$ cat config.mk
export PLATFORM = sky130hd
export DESIGN_NAME = ex_hazard_ctrl_flat
export DESIGN_NICKNAME = d
export VERILOG_FILES = /design/src/rtl/ex_hazard_if.sv /design/src/rtl/ex_hazard_ctrl.sv /design/src/flat_wrapper.sv
export SDC_FILE = /design/constraint.sdc
export NUM_CORES = 1
export LEC_CHECK = 0
export BUFFER_PORTS_ARGS = -buffer_cell sky130_fd_sc_hd__buf_2
export CAP_MARGIN = 0
export CORE_ASPECT_RATIO = 0.9
export CORE_UTILIZATION = 43
export DETAILED_ROUTE_END_ITERATION = 12
export GPL_ROUTABILITY_DRIVEN = 1
export PLACE_DENSITY = 0.77
export SYNTH_ARGS = -nofsm -noshare
export SYNTH_HDL_FRONTEND = slang
export SYNTH_SLANG_ARGS = --single-unit
$ cat constraint.sdc
create_clock -name clk -period 1.9 [get_ports clk]
set_input_delay 0.38 -clock clk [delete_from_list [all_inputs] [get_ports clk]]
set_output_delay 0.38 -clock clk [all_outputs]
set_load 0.02 [all_outputs]
$ cat src/rtl/ex_hazard_if.sv
// Execute-stage hazard bundle: pipeline register fields into the hazard
// controller, forwarding selects and stall/flush strobes back out.
interface ex_hazard_if;
   logic [4:0]  Rs1D;
   logic [4:0]  Rs2D;
   logic [4:0]  Rs1E;
   logic [4:0]  Rs2E;
   logic [4:0]  RdE;
   logic [4:0]  RdM;
   logic [4:0]  RdW;
   logic        RegWriteM;
   logic        RegWriteW;
   logic        ResultSrcE;
   logic        PCSrcE;
   logic        McStartE;

   logic [1:0]  ForwardAE;
   logic [1:0]  ForwardBE;
   logic        StallF;
   logic        StallD;
   logic        StallE;
   logic        FlushD;
   logic        FlushE;
   logic        BubbleM;
   logic        BusyE;
   logic [15:0] StallCnt;

   // The pipeline side drives register fields and consumes the strobes.
   modport master (
      output Rs1D, Rs2D, Rs1E, Rs2E, RdE, RdM, RdW,
             RegWriteM, RegWriteW, ResultSrcE, PCSrcE, McStartE,
      input  ForwardAE, ForwardBE, StallF, StallD, StallE,
             FlushD, FlushE, BubbleM, BusyE, StallCnt
   );

   modport slave (
      input  Rs1D, Rs2D, Rs1E, Rs2E, RdE, RdM, RdW,
             RegWriteM, RegWriteW, ResultSrcE, PCSrcE, McStartE,
      output ForwardAE, ForwardBE, StallF, StallD, StallE,
             FlushD, FlushE, BubbleM, BusyE, StallCnt
   );
endinterface

$ cat src/rtl/ex_hazard_ctrl.sv
// Execute-stage hazard controller: operand forwarding, load-use stall,
// branch flush and a fixed-latency multicycle sequencer with stall counter.
module ex_hazard_ctrl #(
   parameter int MC_LATENCY = 4
) (
   input  logic   clk,
   input  logic   rst,
   ex_hazard_if.slave hz
);

   typedef enum logic {
      IDLE    = 1'b0,
      MC_BUSY = 1'b1
   } state_t;

   localparam bit         MC_EN    = (MC_LATENCY > 1);
   localparam logic [3:0] CNT_LOAD = MC_EN ? 4'(MC_LATENCY - 2) : 4'd0;

   state_t      state;
   state_t      state_next;
   logic [3:0]  cnt;
   logic [3:0]  cnt_next;
   logic [15:0] stall_cnt;
   logic        mc_active;
   logic        load_use;

   logic [1:0]  fwd_a;
   logic [1:0]  fwd_b;
   logic        stall_f;
   logic        stall_d;
   logic        stall_e;
   logic        flush_d;
   logic        flush_e;
   logic        bubble_m;

   // M-stage producer is younger than W, so it takes precedence.
   function automatic logic [1:0] fwd_sel(
      input logic [4:0] rs,
      input logic       reg_write_m,
      input logic [4:0] rd_m,
      input logic       reg_write_w,
      input logic [4:0] rd_w
   );
      logic [1:0] sel;
      sel = 2'b00;
      if (reg_write_m && (rd_m != 5'd0) && (rd_m == rs))
         sel = 2'b10;
      else if (reg_write_w && (rd_w != 5'd0) && (rd_w == rs))
         sel = 2'b01;
      return sel;
   endfunction

   always_comb begin
      fwd_a = fwd_sel(hz.Rs1E, hz.RegWriteM, hz.RdM, hz.RegWriteW, hz.RdW);
      fwd_b = fwd_sel(hz.Rs2E, hz.RegWriteM, hz.RdM, hz.RegWriteW, hz.RdW);
   end

   assign load_use = hz.ResultSrcE && (hz.RdE != 5'd0) &&
                     ((hz.RdE == hz.Rs1D) || (hz.RdE == hz.Rs2D));

   always_ff @(posedge clk) begin
      if (rst) begin
         state     <= IDLE;
         cnt       <= 4'd0;
         stall_cnt <= 16'd0;
      end else begin
         state <= state_next;
         cnt   <= cnt_next;
         if (stall_f && (stall_cnt != 16'hFFFF))
            stall_cnt <= stall_cnt + 16'd1;
      end
   end

   // The cycle where cnt reaches zero in MC_BUSY is the release cycle: the op
   // advances to M, and McStartE still seen there must not retrigger.
   always_comb begin
      state_next = state;
      cnt_next   = cnt;
      mc_active  = 1'b0;
      case (state)
         IDLE: begin
            if (MC_EN && hz.McStartE) begin
               mc_active  = 1'b1;
               state_next = MC_BUSY;
               cnt_next   = CNT_LOAD;
            end
         end
         MC_BUSY: begin
            if (cnt != 4'd0) begin
               mc_active = 1'b1;
               cnt_next  = cnt - 4'd1;
            end else begin
               state_next = IDLE;
            end
         end
         default: begin
            state_next = IDLE;
            cnt_next   = 4'd0;
         end
      endcase
   end

   always_comb begin
      stall_f  = 1'b0;
      stall_d  = 1'b0;
      stall_e  = 1'b0;
      flush_d  = 1'b0;
      flush_e  = 1'b0;
      bubble_m = 1'b0;
      if (mc_active) begin
         stall_f  = 1'b1;
         stall_d  = 1'b1;
         stall_e  = 1'b1;
         bubble_m = 1'b1;
      end else if (hz.PCSrcE) begin
         flush_d = 1'b1;
         flush_e = 1'b1;
      end else if (load_use) begin
         stall_f = 1'b1;
         stall_d = 1'b1;
         flush_e = 1'b1;
      end
   end

   // Reset masks every output, forwarding included.
   assign hz.ForwardAE = rst ? 2'b00  : fwd_a;
   assign hz.ForwardBE = rst ? 2'b00  : fwd_b;
   assign hz.StallF    = rst ? 1'b0   : stall_f;
   assign hz.StallD    = rst ? 1'b0   : stall_d;
   assign hz.StallE    = rst ? 1'b0   : stall_e;
   assign hz.FlushD    = rst ? 1'b0   : flush_d;
   assign hz.FlushE    = rst ? 1'b0   : flush_e;
   assign hz.BubbleM   = rst ? 1'b0   : bubble_m;
   assign hz.BusyE     = rst ? 1'b0   : stall_e;
   assign hz.StallCnt  = rst ? 16'd0  : stall_cnt;

endmodule

$ cat src/flat_wrapper.sv
// flat-port wrapper written by rule: the top's interface ports become plain ports
module ex_hazard_ctrl_flat 
#(
   parameter int MC_LATENCY = 4
)
  (clk, rst, hz_Rs1D, hz_Rs2D, hz_Rs1E, hz_Rs2E, hz_RdE, hz_RdM, hz_RdW, hz_RegWriteM, hz_RegWriteW, hz_ResultSrcE, hz_PCSrcE, hz_McStartE, hz_ForwardAE, hz_ForwardBE, hz_StallF, hz_StallD, hz_StallE, hz_FlushD, hz_FlushE, hz_BubbleM, hz_BusyE, hz_StallCnt);
  ex_hazard_if hz_i ();
  input  logic clk;
  input  logic rst;
  input wire logic [$bits(hz_i.Rs1D)-1:0] hz_Rs1D;
  input wire logic [$bits(hz_i.Rs2D)-1:0] hz_Rs2D;
  input wire logic [$bits(hz_i.Rs1E)-1:0] hz_Rs1E;
  input wire logic [$bits(hz_i.Rs2E)-1:0] hz_Rs2E;
  input wire logic [$bits(hz_i.RdE)-1:0] hz_RdE;
  input wire logic [$bits(hz_i.RdM)-1:0] hz_RdM;
  input wire logic [$bits(hz_i.RdW)-1:0] hz_RdW;
  input wire logic [$bits(hz_i.RegWriteM)-1:0] hz_RegWriteM;
  input wire logic [$bits(hz_i.RegWriteW)-1:0] hz_RegWriteW;
  input wire logic [$bits(hz_i.ResultSrcE)-1:0] hz_ResultSrcE;
  input wire logic [$bits(hz_i.PCSrcE)-1:0] hz_PCSrcE;
  input wire logic [$bits(hz_i.McStartE)-1:0] hz_McStartE;
  output wire logic [$bits(hz_i.ForwardAE)-1:0] hz_ForwardAE;
  output wire logic [$bits(hz_i.ForwardBE)-1:0] hz_ForwardBE;
  output wire logic [$bits(hz_i.StallF)-1:0] hz_StallF;
  output wire logic [$bits(hz_i.StallD)-1:0] hz_StallD;
  output wire logic [$bits(hz_i.StallE)-1:0] hz_StallE;
  output wire logic [$bits(hz_i.FlushD)-1:0] hz_FlushD;
  output wire logic [$bits(hz_i.FlushE)-1:0] hz_FlushE;
  output wire logic [$bits(hz_i.BubbleM)-1:0] hz_BubbleM;
  output wire logic [$bits(hz_i.BusyE)-1:0] hz_BusyE;
  output wire logic [$bits(hz_i.StallCnt)-1:0] hz_StallCnt;
  assign hz_i.Rs1D = hz_Rs1D;
  assign hz_i.Rs2D = hz_Rs2D;
  assign hz_i.Rs1E = hz_Rs1E;
  assign hz_i.Rs2E = hz_Rs2E;
  assign hz_i.RdE = hz_RdE;
  assign hz_i.RdM = hz_RdM;
  assign hz_i.RdW = hz_RdW;
  assign hz_i.RegWriteM = hz_RegWriteM;
  assign hz_i.RegWriteW = hz_RegWriteW;
  assign hz_i.ResultSrcE = hz_ResultSrcE;
  assign hz_i.PCSrcE = hz_PCSrcE;
  assign hz_i.McStartE = hz_McStartE;
  assign hz_ForwardAE = hz_i.ForwardAE;
  assign hz_ForwardBE = hz_i.ForwardBE;
  assign hz_StallF = hz_i.StallF;
  assign hz_StallD = hz_i.StallD;
  assign hz_StallE = hz_i.StallE;
  assign hz_FlushD = hz_i.FlushD;
  assign hz_FlushE = hz_i.FlushE;
  assign hz_BubbleM = hz_i.BubbleM;
  assign hz_BusyE = hz_i.BusyE;
  assign hz_StallCnt = hz_i.StallCnt;
  ex_hazard_ctrl #(.MC_LATENCY(MC_LATENCY)) u_core (.clk(clk), .rst(rst), .hz(hz_i));
endmodule
Word-level counts from Yosys, hierarchy flattened:

Index checks and enable logic that the tools add are counted.

* $add $sub $neg: 2
* eq/ne operators: 9
* mux-type cells: 25
* bitwise gates (word level): 1
* reductions and logical operators: 15

Operators with widths (count)
* 5-bit equality test: 6
* 16-bit by 1-bit adder with 16-bit output (second input constant): 1
* 1-bit two-way mux: 16
* 16-bit two-way mux: 1
* 16-bit inequality test (second input constant): 1
* 5-bit nonzero test: 3
* 1-bit logical AND: 9
* 2-bit two-way mux: 4
* 4-bit two-way mux: 2
* 4-bit case mux with 2 select lines: 1
* 2-bit inequality test (second input constant): 2
* 4-bit nonzero test: 1
* 4-bit by 1-bit subtractor with 4-bit output (second input constant): 1
* 1-bit case mux with 2 select lines: 1
* 2-bit AND reduction: 1
* 1-bit logical OR: 1
* 1-bit inverter: 1

* flip-flop bits (word level): 21
* input port bits: 42
* output and inout port bits: 27
* word-level logic and storage cells: 55

Longest topological paths before layout:

Gate-level depths: netlist of run 1.

* depth in word-level cells: 7
* depth in mapped cells: 9
* mapped depth without buffers: 8

Least setup slack after synthesis of run 1:

Ideal clock, no wire load.

* path type: input -> output
* from: in hz_RdM[1]
* to: out hz_ForwardAE[0]
* arrival: 2.018 ns
* required time: 1.520 ns
* slack: -0.498 ns
* stages on the path: 4
* path buffers: 0
* cell sequence: or4_1 > o21ai_0 > nor3_1 > nor4_1

* cells in the longest elaborated chain, start to end: 5
* elaborated cells between the ends (all ways): 6
* classes of those cells: eq/ne (1); mux (2); reduce/logical (3)

Ends and longest elaborated chain
* from (decl): line flat_wrapper.sv:15 `input wire logic [$bits(hz_i.RdM)-1:0] hz_RdM;`
* 5-bit nonzero test: line ex_hazard_ctrl.sv:46 `if (reg_write_m && (rd_m != 5'd0) && (rd_m == rs))`
* 1-bit logical AND: line ex_hazard_ctrl.sv:46
* 1-bit logical AND *: line ex_hazard_ctrl.sv:46
* 2-bit two-way mux *: line ex_hazard_ctrl.sv:46
* 2-bit two-way mux *: line ex_hazard_ctrl.sv:126 `assign hz.ForwardAE = rst ? 2'b00 : fwd_a;`
* to (decl): line flat_wrapper.sv:22 `output wire logic [$bits(hz_i.ForwardAE)-1:0] hz_ForwardAE;`

Mark *: on every way between the ends. The rest lies on a longest branch, timed or not.

Worst setup path after layout of run 1:

* from: reg u_core.cnt[0]
* to: out hz_StallF

* cells in the longest elaborated chain, start to end: 5

Ends and longest elaborated chain
* from (decl): line ex_hazard_ctrl.sv:21 `logic [3:0] cnt;`
* from (signal assigned): line ex_hazard_ctrl.sv:68 `cnt <= cnt_next;`
* 4-bit nonzero test: line ex_hazard_ctrl.sv:89 `if (cnt != 4'd0) begin`
* 1-bit two-way mux: line ex_hazard_ctrl.sv:89
* 1-bit case mux with 2 select lines: line ex_hazard_ctrl.sv:80 `case (state)`
* 1-bit two-way mux: line ex_hazard_ctrl.sv:110 `if (mc_active) begin`
* 1-bit two-way mux: line ex_hazard_ctrl.sv:128 `assign hz.StallF = rst ? 1'b0 : stall_f;`
* to (decl): line flat_wrapper.sv:24 `output wire logic [$bits(hz_i.StallF)-1:0] hz_StallF;`

Every way passes these cells.

==> run_results.csv, run 1 <==
group,metric,value,unit
placement,place.gp.congestion,0.805,
timing,setup_viol,17,
drt,wire_per_inst,12.9,µm
finish,design_area,0.00259,mm²
placement,dpl-instance-area,0.00238,mm²
pwr,power_density,468,mW/mm²
finish,post_route_cells_drive_above_1_share,0.495,
pwr,clockPowerShare,0.247,
timing,finalCritPeriodShare,1.14,
clock_tree,clk_pin_slew,80,ps
pwr,report.power.total,1210,µW
global_routing,grt_antenna_before_repair,0,
timing,drv_slew,0,
logic_synthesis,ff_latch_count_synth,21,
logic_synthesis,synth_largest_type_area_fraction,0.257,
logic_synthesis,synth-edff-count,0,
pwr,sw_frac_of_total,0.311,
worst_hold_path,worst_hold_startpoint,"u_core.cnt[2]$_SDFFE_PP0P_",
die,floorplan.rows,20,
worst_setup_path,r2r_end,"u_core.stall_cnt[11]$_SDFFE_PP0P_",
worst_hold_path,whs_endpoint,"u_core.cnt[2]$_SDFFE_PP0P_",
worst_setup_path,critical_path.max_fanout,5,
worst_setup_path,rrSetupSlack,-230,ps
timing,measured_slew_at_the_worst_slew_check_pin,428,ps
logic_synthesis,synth_async_sr_flop_share,0,
finish,final_cells,359,
logic_synthesis,synthMostInstantiatedCell,"nor2_1",
global_routing,overflow,0,
logic_synthesis,synth.top_cells.by_area,"dfxtp_1, xnor2_1, nor2b_1, nor2_1, xor2_1",
logic_synthesis,ys_dominant_reg_cell,"dfxtp_1",
worst_setup_path,worst_reg2reg_path_depth,10,
timing,hold_viol_final,0,
drt,route.detailed.drc,0,
pwr,cellLeakagePower,0.00116,µW
drt,antenna_left,0,
die,design.core.area,0.00350,mm²
placement,dpl.hpwl,3.42,mm
logic_synthesis,netlist_area,0.00164,mm²
finish,n_fill_cell,260,
logic_synthesis,netlist_instances,205,
global_routing,grt_start_max_net_pins,44,
timing,post-route-min-period,2170,ps
drt,drt_pre_antenna_iters,4,
clock_tree,clock_tree.buffer_depth,2,
pwr,vdd_ir_drop_max,0.000311,V
global_routing,track_usage,0.228,
die,floorplan.io_pins,69,
die,fp.dieW,67.1,µm
clock_tree,clock_sinks,21,
global_routing,grt_first_pass_wirelength,7.04,mm
drt,detail_route.wirelength,4.62,mm
logic_synthesis,synth-seq-area-share,0.257,
timing,final.setup.worst_slack,-265,ps
worst_setup_path,cp_data_required_time,1520,ps
worst_setup_path,startpoint_type_of_the_worst_setup_path,"flip-flop",
placement,numPortBuffers,68,
finish,insertedDiodeCount,0,
drt,number_of_drc_markers_in_iteration_0,47,
timing,max_slew_margin,0.715,
logic_synthesis,synth_area_per_cell,7.99,µm²
pwr,sequential_fraction_of_design_power,0.384,
finish,layout-area-overhead-vs-synth,58.4,%
drt,vias_per_cell,5.21,
placement,dp_cells,348,
pwr,switchingPower,377,µW
worst_setup_path,critPathArrivalTime,1790,ps
logic_synthesis,synth.distinct_cells,40,
logic_synthesis,mappedNetlistNets,249,
timing,max_freq,0.462,GHz
pwr,p_int,836,µW
status,violations,"negative setup slack",
die,die_h,60.6,µm
status,outcome,"finished, violations left",
logic_synthesis,yosysWarningCount,0,
worst_hold_path,hold_depth,2,
drt,routed-via-count,1872,
timing,setup_tns,-2840,ps
finish,final-seq-area,424,µm²
clock_tree,cts_hold_buf,0,
global_routing,vias_in_the_first_global_route,1743,
clock_tree,clock_insertion_delay_worst_skew,260,ps
clock_tree,clock_tree_from_tritoncts,"yes",
job,cap_violations,0,
worst_setup_path,reg2reg_from,"u_core.cnt[0]$_SDFFE_PP0P_",
die,die_area,0.00406,mm²
pwr,relative_contribution_of_combinational_cells_to_total_power,0.368,
clock_tree,numCtsBuffers,3,
worst_hold_path,worst_hold_path_type,"reg -> reg",
clock_tree,clockRootBuffer,"clkbuf_8",
timing,worst_clock_skew_on_the_final_layout,6.72,ps
logic_synthesis,post_synth_most_frequent_cells,"nor2_1, xnor2_1, dfxtp_1, nor2b_1, nand2_1",
finish,design.final.nets,360,
timing,grt_setup_unrepaired,"true",
die,floorplan.initialDensity,0.468,
worst_setup_path,cp-end-kind,"primary output",
logic_synthesis,synth_largest_area_cell,"dfxtp_1",
finish,multi_input_area,0.00131,mm²
clock_tree,h_tree_level_count,1,
worst_setup_path,critPathKind,"reg -> out",
through the flow:
step | hold WS [ps] | utilization | setup slack [ps]
2_1_floorplan | 457 | - | -131
3_3_place_gp | 481 | 0.678 | -231
3_5_place_dp | 484 | 0.678 | -276
4_1_cts | 499 | 0.729 | -256
5_1_grt | 526 | 0.741 | -320
6_report | 504 | 0.741 | -265
critical path, stage by stage (launching register included):
cell,delay (ps)
dfxtp_2,330
inv_2,70
ha_4,120
or3b_4,390
a21o_4,250
a21oi_4,160
nor2_4,60
buf_6,150
sequential cells by signal (all words and copies together) (netlist names):
signal            cells
u_core.stall_cnt     16
u_core.cnt            4
u_core.state          1
how the worst max path moves through the flow:
| stage | start | to | slack, ps | depth (start not counted) |
|---|---|---|---|---|
| after floorplan | hz_RegWriteW | hz_ForwardAE[0] | -130 | 4 |
| after global placement | hz_RdE[0] | hz_FlushE | -230 | 7 |
| after detailed placement | hz_RdE[0] | hz_FlushE | -280 | 7 |
| after CTS | u_core.cnt[1]$_SDFFE_PP0P_ | hz_StallF | -260 | 7 |
| after global routing | u_core.cnt[0]$_SDFFE_PP0P_ | hz_StallF | -320 | 7 |
| final | u_core.cnt[0]$_SDFFE_PP0P_ | hz_StallF | -270 | 7 |
layer usage:
| metal | vias to the layer above | share of wire | global-route usage |
|---|---|---|---|
| met3 | 6 | 0.051 | 0.0395 |
| met2 | 58 | 0.50 | 0.413 |
| met1 | 863 | 0.44 | 0.274 |
| met5 | - | 0 | 0 |
| li1 | 945 | - | - |
| met4 | 0 | 0.011 | 0.0699 |
layout by cell type (no fill, tap or decap), types with 3 or more instances in the layout:
| cell type | Yosys | routed |
|---|---|---|
| mux2_4 | 4 | 4 |
| o21ai_0 | 6 | 5 |
| dfxtp_1 | 21 | 18 |
| xor2_1 | 9 | 9 |
| xnor2_1 | 23 | 23 |
| nor2b_1 | 18 | 18 |
| mux2_1 | 5 | 5 |
| nor2_2 | 0 | 4 |
| nor2_1 | 25 | 20 |
| buf_4 | 3 | 46 |
| clkbuf_8 | 0 | 3 |
| buf_2 | 0 | 60 |
| or4_1 | 6 | 4 |
| nand3_1 | 10 | 10 |
| dfxtp_2 | 0 | 3 |
| inv_1 | 5 | 3 |
| a21oi_1 | 4 | 3 |
| nand2_1 | 12 | 12 |
| buf_6 | 1 | 7 |
| nand4_1 | 5 | 5 |
| nor4_1 | 7 | 3 |
| nor3_1 | 10 | 5 |
| nor3_2 | 3 | 8 |
cell type report:
cell class / instances / share of cell area
clock buffer: 3 / 0.0159
multi-input combinational: 171 / 0.503
clock inverter: 1 / 0.00193
tap: 44 / 0.0212
timing repair buffer: 114 / 0.287
sequential: 21 / 0.163
inverter: 5 / 0.00723
timing repair:
item / in CTS / in global routing
endpoints found under the setup margin: 21 / 24
gates resized for setup: 23 / 7
pin swaps: 13 / 2
endpoints found under the hold margin: 0 / 0
setup buffers: 6 / 1
power groups by stage:
stage               clock network [µW]  logic [µW]  registers [µW]
global placement                     0         390             474
global route                       333         485             468
detailed placement                   0         399             474
finish                             300         447             466
CTS                                312         434             465
floorplan                            0         220             475
cells by family after synthesis:
| family | after synthesis | synth area share |
|---|---|---|
| multiplexers | 10 | 0.0772 |
| adder cells (fa/ha/maj) | 2 | 0.0153 |
| AND/OR/NAND/NOR | 104 | 0.344 |
| XOR/XNOR | 32 | 0.171 |
| AO/OA/AOI/OAI | 23 | 0.0947 |
| flip-flops | 21 | 0.257 |
| buffers and inverters | 13 | 0.0412 |
Power figures use the tool's default switching activity.
==> run 2, diff against run 1 <==
--- a/config.mk
+++ b/config.mk
@@ -8,10 +8,12 @@
 export BUFFER_PORTS_ARGS = -buffer_cell sky130_fd_sc_hd__buf_2
 export CAP_MARGIN = 0
 export CORE_ASPECT_RATIO = 0.9
+export CORE_MARGIN = 3
 export CORE_UTILIZATION = 43
 export DETAILED_ROUTE_END_ITERATION = 12
 export GPL_ROUTABILITY_DRIVEN = 1
 export PLACE_DENSITY = 0.77
+export REMOVE_ABC_BUFFERS = 1
 export SYNTH_ARGS = -nofsm -noshare
 export SYNTH_HDL_FRONTEND = slang
 export SYNTH_SLANG_ARGS = --single-unit
==> run 2 against run 1 <==
  * The flow still finishes with violations (negative setup slack)
  * Final cell count grew 3.1%
  * Sequential cell count is the same
  * Clock skew decreased by 1.3 ps
  * Final area grew 9.0%
  * Sequential share of layout area fell by 1.4 points
  * Clock-buffer cell count did not move
  * Core utilization grew 6.7 points
  * Clock power hardly changed
  * Maximum frequency shrank 1.4%
  * Combinational power rose by 18%
  * Via count increased by 9.1%
  * Global-route usage down 0.30 points
  * Critical path type is now reg -> reg
==> run_results.csv, run 2 (synthesis results as in run 1) <==
group,metric,value,unit
status,outcome,"finished, violations left",
status,violations,"negative setup slack",
drt,route.detailed.drc,0,
timing,hold_viol_final,0,
timing,post-route-min-period,2200,ps
placement,dpl.hpwl,3.60,mm
drt,antenna_left,0,
clock_tree,cts_hold_buf,0,
finish,design.final.nets,371,
die,fp.dieW,71.1,µm
die,floorplan.rows,20,
timing,drv_slew,0,
timing,setup_viol,27,
clock_tree,clockRootBuffer,"clkbuf_8",
timing,measured_slew_at_the_worst_slew_check_pin,402,ps
worst_hold_path,worst_hold_path_type,"in -> reg",
die,design.core.area,0.00350,mm²
job,cap_violations,0,
die,floorplan.initialDensity,0.468,
placement,dp_cells,356,
drt,number_of_drc_markers_in_iteration_0,152,
die,die_area,0.00459,mm²
die,floorplan.io_pins,69,
worst_setup_path,cp-end-kind,"flip-flop",
finish,post_route_cells_drive_above_1_share,0.534,
clock_tree,clk_pin_slew,80,ps
finish,layout-area-overhead-vs-synth,72.7,%
clock_tree,numCtsBuffers,3,
placement,numPortBuffers,68,
finish,most_common_cell_after_layout_fill_and_taps_aside,"buf_4",
global_routing,grt_first_pass_wirelength,8.32,mm
finish,final_cells,370,
timing,max_slew_margin,0.731,
finish,n_fill_cell,224,
pwr,power_density,457,mW/mm²
timing,finalCritPeriodShare,1.16,
global_routing,vias_in_the_first_global_route,1932,
placement,worst_slack_after_detailed_placement,-288,ps
global_routing,overflow,0,
timing,worst_clock_skew_on_the_final_layout,5.43,ps
drt,vias_per_cell,5.52,
pwr,cellLeakagePower,0.00126,µW
clock_tree,clock_tree.buffer_depth,2,
finish,final-seq-area,423,µm²
global_routing,track_usage,0.225,
clock_tree,clock_tree_from_tritoncts,"yes",
timing,final.setup.worst_slack,-297,ps
clock_tree,clock_insertion_delay_worst_skew,260,ps
worst_setup_path,cp_data_required_time,2060,ps
global_routing,grt_start_max_net_pins,20,
die,die_h,64.6,µm
worst_setup_path,critPathArrivalTime,2360,ps
finish,layout_top_registers,"u_core.stall_cnt: 16 flops, u_core.cnt: 4 flops, u_core.state: 1 flops",
global_routing,grt_antenna_before_repair,0,
pwr,vdd_ir_drop_max,0.000262,V
worst_setup_path,critical_path.max_fanout,7,
clock_tree,h_tree_level_count,1,
finish,most_frequent_cells_in_the_layout,"buf_4, buf_2, xnor2_1, nor2_1",
timing,grt_setup_unrepaired,"true",
drt,routed-via-count,2042,
drt,wire_per_inst,16.0,µm
clock_tree,clock_sinks,21,
placement,place.gp.congestion,0.839,
drt,detail_route.wirelength,5.93,mm
finish,multi_input_area,0.00137,mm²
timing,max_freq,0.455,GHz
finish,largest_register_ffs,16,
drt,drt_pre_antenna_iters,4,
worst_setup_path,startpoint_type_of_the_worst_setup_path,"flip-flop",
worst_setup_path,critPathKind,"reg -> reg",
finish,insertedDiodeCount,0,
finish,registers.top_by_ff_count,"u_core.stall_cnt",
-- run 2: changes by cell type in the layout (fill, tap and decap cells not counted), moves of 3 or more --
cell    delta
mux2_1     -3
nor3_2     -3
buf_2      -9
buf_4      +6
nor3_4     +3
mux2_4     +3
buf_6     +12
-- run 2: layout make-up --
cell class / count / share of cell area
tap: 44 / 0.0195
inverter: 5 / 0.00663
clock buffer: 3 / 0.0146
timing repair buffer: 125 / 0.325
sequential: 21 / 0.149
multi-input combinational: 171 / 0.483
clock inverter: 1 / 0.00177
-- run 2: repair_timing --
| item | CTS | global route |
|---|---|---|
| gates cloned | 0 | 1 |
| gates resized for setup | 36 | 46 |
| setup endpoints to repair | 26 | 27 |
| pin swaps | 13 | 17 |
| setup buffers | 3 | 7 |
-- run 2: final timing paths --
kind | startpoint | endpoint | slack [ps] | depth (start not counted)
worst min register to register | u_core.stall_cnt[6]$_SDFFE_PP0P_ | u_core.stall_cnt[6]$_SDFFE_PP0P_ | 610 | 2
worst min-delay path | rst | u_core.stall_cnt[4]$_SDFFE_PP0P_ | 510 | 3
worst max register to register | u_core.cnt[0]$_SDFFE_PP0P_ | u_core.stall_cnt[9]$_SDFFE_PP0P_ | -300 | 11
worst max-delay path | u_core.cnt[0]$_SDFFE_PP0P_ | u_core.stall_cnt[9]$_SDFFE_PP0P_ | -300 | 11
-- run 2: routing by layer --
metal | up-vias | track usage | share of wire
met3 | 26 | 0.0450 | 0.054
met5 | - | 0 | 0
met2 | 85 | 0.412 | 0.52
li1 | 966 | - | -
met4 | 0 | 0.0869 | 0.040
met1 | 965 | 0.254 | 0.39
-- run 2: metrics by stage --
stage | setup TNS [ps] | utilization | total power (µW) | hold WS (ps) | instance area, µm²
after floorplan | -2620 | - | 646 | 448 | 1590
after global placement | -3090 | 0.671 | 841 | 549 | 2350
after detailed placement | -3830 | 0.671 | 849 | 555 | 2350
after CTS | -2700 | 0.729 | 1180 | 482 | 2550
after global routing | -7330 | 0.808 | 1360 | 499 | 2830
final | -5610 | 0.808 | 1290 | 505 | 2830
-- run 2: critical path: stages (launching register included) --
cell,delay [ps]
dfxtp_2,340
inv_2,80
ha_4,130
or3b_4,390
buf_6,140
a21oi_4,150
buf_6,130
nor2_4,30
a21oi_4,180
buf_12,170
nor3_2,50
mux2_4,290
-- run 2: where the power goes --
| part | leakage (µW) | internal, µW | switching (µW) |
|---|---|---|---|
| Combinational | 0.00107 | 278 | 249 |
| Clock | 0.0000255 | 146 | 153 |
| Sequential | 0.000171 | 454 | 12.3 |
| Total | 0.00126 | 879 | 414 |
==> run 3, diff against run 2 <==
--- a/config.mk
+++ b/config.mk
@@ -5,14 +5,15 @@
 export SDC_FILE = /design/constraint.sdc
 export NUM_CORES = 1
 export LEC_CHECK = 0
-export BUFFER_PORTS_ARGS = -buffer_cell sky130_fd_sc_hd__buf_2
+export BUFFER_PORTS_ARGS = -buffer_cell sky130_fd_sc_hd__clkbuf_2
 export CAP_MARGIN = 0
 export CORE_ASPECT_RATIO = 0.9
 export CORE_MARGIN = 3
-export CORE_UTILIZATION = 43
+export CORE_UTILIZATION = 45
+export CTS_BUF_LIST = sky130_fd_sc_hd__clkbuf_4
 export DETAILED_ROUTE_END_ITERATION = 12
 export GPL_ROUTABILITY_DRIVEN = 1
-export PLACE_DENSITY = 0.77
+export PLACE_DENSITY = 0.8
 export REMOVE_ABC_BUFFERS = 1
 export SYNTH_ARGS = -nofsm -noshare
 export SYNTH_HDL_FRONTEND = slang
==> run 3 against run 2 <==
  * The flow still finishes with violations (negative setup slack)
  * Worst setup slack got worse by 64 ps
  * Combinational power decreased by 8.5%
  * Sequential share of layout area increased by 1.1 points
  * Clock skew decreased by 0.73 ps
  * Sequential cell count unchanged
  * Sequential power about the same
  * Final area decreased by 6.7%
  * Total power decreased by 8.6%
  * Register-to-register slack improved by 20 ps
  * Critical path type is now reg -> out
  * Largest power group unchanged
==> run_results.csv, run 3 (synthesis results as in run 1) <==
group,metric,value,unit
status,outcome,"finished, violations left",
status,violations,"negative setup slack",
finish,final_cells,366,
die,design.core.area,0.00343,mm²
worst_setup_path,cp-end-kind,"primary output",
finish,registers.top_by_ff_count,"u_core.stall_cnt",
die,fp.dieW,69.6,µm
die,die_h,63.2,µm
finish,design.final.nets,367,
worst_setup_path,worst_path_cell_chain,"inv_2 > ha_4 > or3b_4 > a21o_4 > a21oi_4 > nor2_4 > buf_8",
clock_tree,cts_hold_buf,0,
finish,layout_top_registers,"u_core.stall_cnt: 16 flops, u_core.cnt: 4 flops, u_core.state: 1 flops",
worst_setup_path,timing.critical_path.depth,7,
clock_tree,h_tree_level_count,1,
timing,worst_clock_skew_on_the_final_layout,4.70,ps
global_routing,track_usage,0.240,
timing,finalCritPeriodShare,1.19,
clock_tree,clockRootBuffer,"clkbuf_4",
drt,route.detailed.drc,0,
worst_setup_path,slowest_delay,390,ps
global_routing,grt_antenna_before_repair,0,
worst_setup_path,critPathArrivalTime,1880,ps
placement,dpl-instance-area,0.00231,mm²
worst_hold_path,worst_hold_path_type,"reg -> reg",
drt,vias_per_cell,5.43,
placement,worst_slack_after_detailed_placement,-319,ps
placement,dpl.hpwl,3.75,mm
placement,place.gp.congestion,0.884,
global_routing,grt_start_max_net_pins,44,
timing,measured_slew_at_the_worst_slew_check_pin,534,ps
drt,antenna_left,0,
job,cap_violations,0,
timing,setup_viol,27,
worst_hold_path,hold_depth,2,
placement,dp_cells,351,
timing,setup_tns,-6040,ps
clock_tree,clock_sinks,21,
worst_setup_path,critical_path_buf_inv_count,2,
timing,grt_setup_unrepaired,"true",
worst_setup_path,cp_top_family,"simple AND/OR/NAND/NOR gates",
clock_tree,numCtsBuffers,3,
clock_tree,clk_pin_slew,110,ps
finish,most_common_cell_after_layout_fill_and_taps_aside,"clkbuf_2",
finish,post_route_cells_drive_above_1_share,0.491,
die,die_area,0.00440,mm²
worst_setup_path,critPathKind,"reg -> out",
timing,max_slew_margin,0.643,
global_routing,overflow,0,
pwr,cellLeakagePower,0.00118,µW
worst_setup_path,startpoint_type_of_the_worst_setup_path,"flip-flop",
worst_setup_path,cp_data_required_time,1520,ps
timing,drv_slew,0,
worst_setup_path,critical_path.max_fanout,4,
placement,numPortBuffers,68,
drt,number_of_drc_markers_in_iteration_0,128,
finish,insertedDiodeCount,0,
clock_tree,clock_tree.buffer_depth,2,
die,floorplan.io_pins,69,
clock_tree,clock_tree_from_tritoncts,"yes",
timing,final.setup.worst_slack,-361,ps
drt,drt_pre_antenna_iters,4,
finish,design_area,0.00264,mm²
die,floorplan.initialDensity,0.478,
finish,most_frequent_cells_in_the_layout,"clkbuf_2, buf_4, xnor2_1, nor2_1, dfxtp_1",
drt,wire_per_inst,15.4,µm
finish,layout-area-overhead-vs-synth,61.1,%
worst_setup_path,worst_path_max_delay_cell,"or3b_4",
drt,routed-via-count,1988,
clock_tree,clock_insertion_delay_worst_skew,310,ps
pwr,vdd_ir_drop_max,0.000228,V
global_routing,grt_first_pass_wirelength,8.63,mm
timing,max_freq,0.442,GHz
timing,hold_viol_final,0,
finish,largest_register_ffs,16,
worst_setup_path,worst_reg2reg_path_depth,10,
global_routing,vias_in_the_first_global_route,1944,
die,floorplan.rows,20,
drt,detail_route.wirelength,5.62,mm
pwr,power_density,448,mW/mm²
timing,fin_hold_ws,530,ps
timing,post-route-min-period,2260,ps
## run 3: cell count changes in the layout (fill, tap and decap cells not counted), moves of 3 or more
| cell | delta |
|---|---|
| clkbuf_4 | +4 |
| buf_6 | -11 |
| buf_2 | -50 |
| clkbuf_2 | +57 |
| clkbuf_8 | -3 |
## run 3: layout make-up
cell class | count | area [µm²]
Inverter | 5 | 18.8
Timing Repair Buffer | 121 | 821
Fill cell | 223 | 790
Clock buffer | 4 | 30.0
Sequential cell | 21 | 423
Tap cell | 44 | 55.1
Multi-Input combinational cell | 171 | 1290
## run 3: path summary, 6_finish.rpt
| path | start | end | slack [ps] |
|---|---|---|---|
| max | u_core.cnt[1]$_SDFFE_PP0P_ | hz_StallF | -360 |
| min reg2reg | u_core.cnt[2]$_SDFFE_PP0P_ | u_core.cnt[2]$_SDFFE_PP0P_ | 530 |
| min | u_core.cnt[2]$_SDFFE_PP0P_ | u_core.cnt[2]$_SDFFE_PP0P_ | 530 |
| max reg2reg | u_core.cnt[1]$_SDFFE_PP0P_ | u_core.stall_cnt[11]$_SDFFE_PP0P_ | -280 |
## run 3: per-stage QoR
| step | power, µW | utilization |
|---|---|---|
| global placement | 826 | 0.674 |
| global route | 1240 | 0.770 |
| CTS | 1130 | 0.741 |
| floorplan | 646 | - |
| finish | 1180 | 0.770 |
| detailed placement | 837 | 0.674 |
## run 3: report_power, final
part	switching, µW	internal, µW
Combinational	231	251
Sequential	10.8	454
Clock	138	96.2
Total	380	802
## run 3: metal layers
metal,track usage,part of all wire,up-vias
li1,-,-,966
met1,0.273,0.37,922
met2,0.440,0.52,82
met3,0.0431,0.066,18
met4,0.0951,0.040,0
met5,0,0,-
## run 3: timing repair
action                     CTS  global route
resized for setup           34            29
setup endpoints to repair   25            27
pin swaps                    9             7
setup buffers                9             5
## run 3: worst register-to-register path, cell delays in order (launching register included)
cell     delay [ps]
dfxtp_2         350
inv_2            70
ha_4            130
or3b_4          390
a21o_4          260
a21oi_4         180
buf_4           140
buf_6            80
buf_6           110
nor3_1           60
mux2_1          320
